===== src/rtl/uart_pkg.sv =====
// Shared UART definitions: parity modes, receiver FSM states and the
// three-sample majority vote used by the oversampling receivers.
package uart_pkg;

    localparam int PARITY_NONE = 0;
    localparam int PARITY_ODD  = 1;
    localparam int PARITY_EVEN = 2;

    typedef enum logic [2:0] {
        S_IDLE,
        S_START,
        S_DATA,
        S_PAR,
        S_STOP,
        S_RECOVER
    } rx_state_t;

    function automatic logic majority3(
        input logic a,
        input logic b,
        input logic c
    );
        return (a & b) | (a & c) | (b & c);
    endfunction

endpackage


===== src/rtl/uart_tick_gen.sv =====
// Sample-tick divider: one-clk tick every CLK_DIV clocks.
// Held at zero while clr is high so the tick phase follows its release.
module uart_tick_gen #(
    parameter int CLK_DIV = 27
) (
    input  logic clk,
    input  logic reset,
    input  logic clr,
    output logic tick
);

    localparam int CW = (CLK_DIV > 1) ? $clog2(CLK_DIV) : 1;
    localparam logic [CW-1:0] LAST = CW'(CLK_DIV - 1);

    logic [CW-1:0] cnt_q, cnt_d;

    // count 0..CLK_DIV-1, tick on the last count
    always_comb begin
        cnt_d = cnt_q;
        tick  = 1'b0;
        if (clr) begin
            cnt_d = '0;
        end else if (cnt_q == LAST) begin
            cnt_d = '0;
            tick  = 1'b1;
        end else begin
            cnt_d = cnt_q + CW'(1);
        end
    end

    // divider register
    always_ff @(posedge clk or negedge reset) begin
        if (!reset) cnt_q <= '0;
        else        cnt_q <= cnt_d;
    end

endmodule


===== src/rtl/uart_rx_os.sv =====
// Oversampling UART receiver with majority-voted mid-bit sampling and
// a one-entry valid/ready output buffer carrying framing/parity flags.
module uart_rx_os
    import uart_pkg::*;
#(
    parameter int CLK_DIV   = 27,
    parameter int OVS       = 16,
    parameter int DATA_BITS = 8,
    parameter int PARITY    = 0,
    parameter int STOP_BITS = 1
) (
    input  logic                 clk,
    input  logic                 reset,
    input  logic                 rx,
    output logic [DATA_BITS-1:0] rx_data,
    output logic                 rx_valid,
    input  logic                 rx_ready,
    output logic                 frame_err,
    output logic                 parity_err,
    output logic                 overrun,
    output logic                 busy
);

    localparam int OW = $clog2(OVS);
    localparam int BW = $clog2(DATA_BITS);

    localparam logic [OW-1:0] SMP_A   = OW'(OVS / 2 - 1);
    localparam logic [OW-1:0] SMP_B   = OW'(OVS / 2);
    localparam logic [OW-1:0] SMP_C   = OW'(OVS / 2 + 1);
    localparam logic [OW-1:0] OS_LAST = OW'(OVS - 1);
    localparam logic [BW-1:0] BIT_LAST  = BW'(DATA_BITS - 1);
    localparam logic          STOP_LAST = 1'(STOP_BITS - 1);

    // sync_q[0]: first stage, [1]: synced rx, [2]: previous synced rx
    logic [2:0] sync_q, sync_d;
    logic       rx_s;
    logic       fall;

    rx_state_t state_q, state_d;
    logic [OW-1:0] os_cnt_q, os_cnt_d;
    logic [BW-1:0] bit_cnt_q, bit_cnt_d;
    logic          stop_cnt_q, stop_cnt_d;
    logic [1:0]    smp_q, smp_d;
    logic [DATA_BITS-1:0] shift_q, shift_d;
    logic ferr_q, ferr_d;
    logic perr_q, perr_d;
    logic commit_q, commit_d;

    logic [DATA_BITS-1:0] data_q, data_d;
    logic valid_q, valid_d;
    logic fe_q, fe_d;
    logic pe_q, pe_d;
    logic ovr_q, ovr_d;

    logic tick;
    logic tick_clr;
    logic vote;
    logic vote_now;

    assign rx_s     = sync_q[1];
    assign fall     = sync_q[2] & ~sync_q[1];
    assign tick_clr = (state_q == S_IDLE);
    assign vote     = majority3(smp_q[1], smp_q[0], rx_s);
    assign vote_now = tick && (os_cnt_q == SMP_C);

    uart_tick_gen #(
        .CLK_DIV(CLK_DIV)
    ) u_tick (
        .clk  (clk),
        .reset(reset),
        .clr  (tick_clr),
        .tick (tick)
    );

    // synchroniser and edge-detect history
    always_comb begin
        sync_d = {sync_q[1:0], rx};
    end

    // receive FSM, sample window, shift register and frame flags
    always_comb begin
        state_d    = state_q;
        os_cnt_d   = os_cnt_q;
        bit_cnt_d  = bit_cnt_q;
        stop_cnt_d = stop_cnt_q;
        smp_d      = smp_q;
        shift_d    = shift_q;
        ferr_d     = ferr_q;
        perr_d     = perr_q;
        commit_d   = 1'b0;

        if (tick) begin
            if (os_cnt_q == OS_LAST) os_cnt_d = '0;
            else                     os_cnt_d = os_cnt_q + OW'(1);
        end
        if (tick && (os_cnt_q == SMP_A || os_cnt_q == SMP_B)) begin
            smp_d = {smp_q[0], rx_s};
        end

        unique case (state_q)
            S_IDLE: begin
                if (fall) begin
                    state_d    = S_START;
                    ferr_d     = 1'b0;
                    perr_d     = 1'b0;
                    bit_cnt_d  = '0;
                    stop_cnt_d = 1'b0;
                end
            end
            S_START: begin
                if (vote_now) begin
                    state_d = vote ? S_IDLE : S_DATA;
                end
            end
            S_DATA: begin
                if (vote_now) begin
                    shift_d   = {vote, shift_q[DATA_BITS-1:1]};
                    bit_cnt_d = bit_cnt_q + BW'(1);
                    if (bit_cnt_q == BIT_LAST) begin
                        bit_cnt_d = '0;
                        state_d   = (PARITY != PARITY_NONE) ? S_PAR : S_STOP;
                    end
                end
            end
            S_PAR: begin
                if (vote_now) begin
                    perr_d  = ((^shift_q) ^ vote) != (PARITY == PARITY_ODD);
                    state_d = S_STOP;
                end
            end
            S_STOP: begin
                if (vote_now) begin
                    ferr_d = ferr_q | ~vote;
                    if (stop_cnt_q == STOP_LAST) begin
                        commit_d = 1'b1;
                        state_d  = (ferr_q | ~vote) ? S_RECOVER : S_IDLE;
                    end else begin
                        stop_cnt_d = stop_cnt_q + 1'b1;
                    end
                end
            end
            S_RECOVER: begin
                if (rx_s) state_d = S_IDLE;
            end
            default: state_d = S_IDLE;
        endcase

        if (state_d == S_IDLE) os_cnt_d = '0;
    end

    // output buffer: load on commit, clear on handshake, flag overrun
    always_comb begin
        data_d  = data_q;
        valid_d = valid_q;
        fe_d    = fe_q;
        pe_d    = pe_q;
        ovr_d   = 1'b0;
        if (commit_q) begin
            if (!valid_q || rx_ready) begin
                data_d  = shift_q;
                fe_d    = ferr_q;
                pe_d    = perr_q;
                valid_d = 1'b1;
            end else begin
                ovr_d = 1'b1;
            end
        end else if (valid_q && rx_ready) begin
            valid_d = 1'b0;
        end
    end

    // state and datapath registers
    always_ff @(posedge clk or negedge reset) begin
        if (!reset) begin
            sync_q     <= 3'b111;
            state_q    <= S_IDLE;
            os_cnt_q   <= '0;
            bit_cnt_q  <= '0;
            stop_cnt_q <= 1'b0;
            smp_q      <= '0;
            shift_q    <= '0;
            ferr_q     <= 1'b0;
            perr_q     <= 1'b0;
            commit_q   <= 1'b0;
            data_q     <= '0;
            valid_q    <= 1'b0;
            fe_q       <= 1'b0;
            pe_q       <= 1'b0;
            ovr_q      <= 1'b0;
        end else begin
            sync_q     <= sync_d;
            state_q    <= state_d;
            os_cnt_q   <= os_cnt_d;
            bit_cnt_q  <= bit_cnt_d;
            stop_cnt_q <= stop_cnt_d;
            smp_q      <= smp_d;
            shift_q    <= shift_d;
            ferr_q     <= ferr_d;
            perr_q     <= perr_d;
            commit_q   <= commit_d;
            data_q     <= data_d;
            valid_q    <= valid_d;
            fe_q       <= fe_d;
            pe_q       <= pe_d;
            ovr_q      <= ovr_d;
        end
    end

    assign rx_data    = data_q;
    assign rx_valid   = valid_q;
    assign frame_err  = fe_q;
    assign parity_err = pe_q;
    assign overrun    = ovr_q;
    assign busy       = (state_q != S_IDLE);

endmodule


===== config.mk =====
export PLATFORM = sky130hd
export DESIGN_NAME = uart_rx_os
export DESIGN_NICKNAME = d
export VERILOG_FILES = /design/src/rtl/uart_pkg.sv /design/src/rtl/uart_tick_gen.sv /design/src/rtl/uart_rx_os.sv
export SDC_FILE = /design/constraint.sdc
export NUM_CORES = 1
export LEC_CHECK = 0
export BUFFER_PORTS_ARGS = -buffer_cell sky130_fd_sc_hd__buf_2
export CORE_MARGIN = 4
export CORE_UTILIZATION = 36
export DETAILED_ROUTE_END_ITERATION = 10
export PLACE_DENSITY = 0.5
export SYNTH_ARGS = -nofsm -noshare
export SYNTH_HDL_FRONTEND = slang
export SYNTH_HIERARCHICAL = 1
export SYNTH_SLANG_ARGS = --single-unit
export TNS_END_PERCENT = 30

===== constraint.sdc =====
create_clock -name clk -period 3.2 [get_ports clk]
set_clock_uncertainty 0.2 [all_clocks]
set_input_delay 0.16 -clock clk [delete_from_list [all_inputs] [get_ports clk]]
set_output_delay 0.16 -clock clk [all_outputs]
set_load 0.005 [all_outputs]

==> reports/qor.yml <==
die:
  die-area_mm2: 0.00705
  die_w_um: 83.9
  die_y_um: 83.9
  num_rows: 27
  core_mm2: 0.00554
  initial_utilization_pct: 37.5
  ios: 17
global_route:
  grt_max_degree: 44
  grt_pass1_wl_mm: 5.99
  antenna_found_initial: 0
  grt_usage_pct: 10.5
  grt_overflow: 0
  grt_pass1_vias: 1240
worst_setup_path:
  cp_slowest_cell: "dfrtp_1"
  critPathCaptureType: "flop"
  path_buf_inv: 2
  crit_type: "reg2reg"
  worstPathRequired_ns: 3.18
  max_stage_delay_ns: 0.42
  critPathMaxFanout: 8
  crit_top_cell: "and4b_1"
  cp.arrival_ns: 2.57
  start_kind: "flop"
  crit_chain: "inv_1 -> ha_1 -> and4b_1 -> nor2b_1 -> buf_4 -> and4b_1 -> and3_4 -> mux2_2"
  cpLargestDelayFamily: "simple AND/OR/NAND/NOR gates"
place:
  gp_congestion: 0.722
  place_hpwl_mm: 2.49
  port_buffers: 16
power:
  p_total_mw: 1.13
  power_leakage_nw: 1.13
  power.density_mw_per_mm2: 481
  irDropWorstVdd_uv: 185
clock_tree:
  htree_levels: 2
  post_cts_buffers: 0
  clkLatencyLatePin_ns: 0.29
  clock_path_buffers: 2
  cts_tree: "built"
  numCtsBuffers: 5
  root_buffer: "clkbuf_8"
  cts.sinks: 43
  clk_pin_slew_ns: 0.08
sta:
  setup_viol: 0
  tightest_slew_ns: 0.916
  slew_headroom_pct: 39.0
  fin_setup_tns_ns: 0
  slew_violations: 0
  holdWs_ns: 0.158
  min_period_over_period_pct: 80.9
  rsz0062_at_grt: "false"
  hold_viol: 0
  period_minus_slack_ns: 2.59
  fmax_ghz: 0.386
yosys:
  synth.distinct_cells: 45
  synthAdderAreaFrac_pct: 4.70
  synth.top_cell.area_share_pct: 48.2
  synth_area_per_cell_um2: 12.4
  synth_edf_count: 0
  synthMuxAreaShare_pct: 11.3
  synth_area_mm2: 0.00208
  synth-simple-area-share_pct: 16.8
  synth_area_leader_cell: "dfrtp_1"
  synth_nets: 179
  ys_ff_latch: 43
  yosys_warnings: 6
  synthCells: 168
  synth-seq-area-share_pct: 52.0
  synthTopCellsByCount: "dfrtp_1 (40), mux2_2 (20), nand2_1 (12)"
  synth_compound_area_share_pct: 6.87
  synth_async_sr_flop_share_pct: 100
  synth-xor-area-share_pct: 4.46
  synth_area_leaders: "dfrtp_1 (48%), mux2_2 (11%), ha_1 (4.2%), dfstp_2 (3.8%), xnor2_1 (3.0%)"
  yosysMostFrequentCell: "dfrtp_1"
  synth_ff_type: "dfrtp_1"
  synth_top_family_by_area: "simple AND/OR/NAND/NOR gates"
routing:
  drcViolationCount: 0
  ant_nets: 0
  via_per_inst: 4.95
  drt-total-wl_mm: 3.43
  first_pass_iters: 4
  drtIter0Drc: 37
  dr_total_vias: 1297
  wl_per_cell_um: 13.1
layout:
  syn2layout_area_growth_pct: 13.3
  nNetsFinal: 200
  layout-drive-gt1-share_pct: 32.6
  n_fill_cell: 530
  antenna_cells: 0
outcome:
  run_status: "completed"
job:
  max_cap_viol_count: 0
worst_hold_path:
  min_path_type: "reg2reg"
-- final timing paths --
path / from / cells after the start / slack [ns] / endpoint
setup reg to reg: u_tick/cnt_q[0] / 8 / 0.61 / shift_q[7]
setup / recovery: u_tick/cnt_q[0] / 8 / 0.61 / shift_q[7]
min in group asynchronous: reset / 2 / 0.34 / u_tick/cnt_q[4]
max in group asynchronous: reset / 2 / 1.88 / os_cnt_q[0]
hold / removal: sync_q[0] / 0 / 0.16 / sync_q[1]
hold reg to reg: sync_q[0] / 0 / 0.16 / sync_q[1]
-- state kept, by name, indices dropped and copies added, names as in the netlist --
signal        cells
ferr_q            1
bit_cnt_q         3
state_q           3
shift_q           8
smp_q             2
frame_err         1
commit_q          1
rx_valid          1
os_cnt_q          4
overrun           1
sync_q            3
perr_q            1
u_tick/cnt_q      5
parity_err        1
rx_data           8
-- power by group --
group          internal [mW]  total (mW)  switching (mW)
Sequential             0.572       0.610          0.0374
Combinational         0.0506       0.106          0.0557
Clock                  0.232       0.415           0.183
-- routing by layer --
| metal | up-vias | part of all wire [%] | track usage, % |
|---|---|---|---|
| met4 | 0 | 0.96 | 3.07 |
| met2 | 22 | 45 | 16.3 |
| met3 | 4 | 4.8 | 3.16 |
| met1 | 633 | 49 | 14.2 |
| met5 | - | 0 | 0 |
| li1 | 638 | - | - |
-- kinds of logic (layout without fill, tap and decap cells) --
| logic type | count (synthesis) | after routing |
|---|---|---|
| AO/OA/AOI/OAI | 21 | 21 |
| XOR/XNOR | 9 | 9 |
| adder cells (fa/ha/maj) | 8 | 8 |
| buffers and inverters | 14 | 36 |
| flip-flops | 43 | 43 |
| multiplexers | 21 | 21 |
| AND/OR/NAND/NOR | 52 | 52 |
-- stage by stage --
step / area (um2) / util (%) / worst slack [ns] / instances
after CTS: 2350 / 42.4 / 0.602 / 262
after floorplan: 2080 / - / 0.677 / 168
after global routing: 2350 / 42.4 / 0.450 / 262
after global placement: 2210 / 39.9 / 0.665 / 251
final: 2350 / 42.4 / 0.611 / 262
after detailed placement: 2210 / 39.9 / 0.629 / 251
-- cells in the final DEF (no fill, tap or decap), types with 2 or more instances in the layout --
cell           count
inv_1              7
o21bai_1           2
nor2b_1            4
buf_2             16
buf_4              2
and3_4             2
a21oi_1            7
clkbuf_8           5
nand2_1           12
and4_2             2
mux2_2            20
dfrtp_1           40
dfstp_2            3
nand4_1            2
nor3_1             5
o21ai_0            5
and4b_1            2
xnor2_1            7
nand3_1            5
nor4_2             2
nor2_1             5
dlygate4sd3_1      3
ha_1               7
-- cell type report --
type / count / area, um2 / area share [%]
clock inverters: 3 / 43.8 / 1.86
repair buffers: 21 / 125 / 5.32
clock buffers: 5 / 68.8 / 2.93
well taps: 72 / 90.1 / 3.83
inverters: 7 / 26.3 / 1.12
multi-input cells: 111 / 917 / 39.0
flip-flops and latches: 43 / 1080 / 45.9
-- worst reg2reg max path: cells and delay by family (launching register included) --
family,cells,cell delay [ns]
fa+ha+maj,1,0.13
buf+inv,2,0.22
flops,1,0.42
mux,1,0.34
simple gates,4,1.17
-- what timing repair did --
item	in CTS	in global routing
hold endpoints to repair	43	0
endpoints found under the setup margin	0	0
hold buffers	3	0
resized for setup	0	0
No activity file was read; power rests on OpenSTA's default activity.
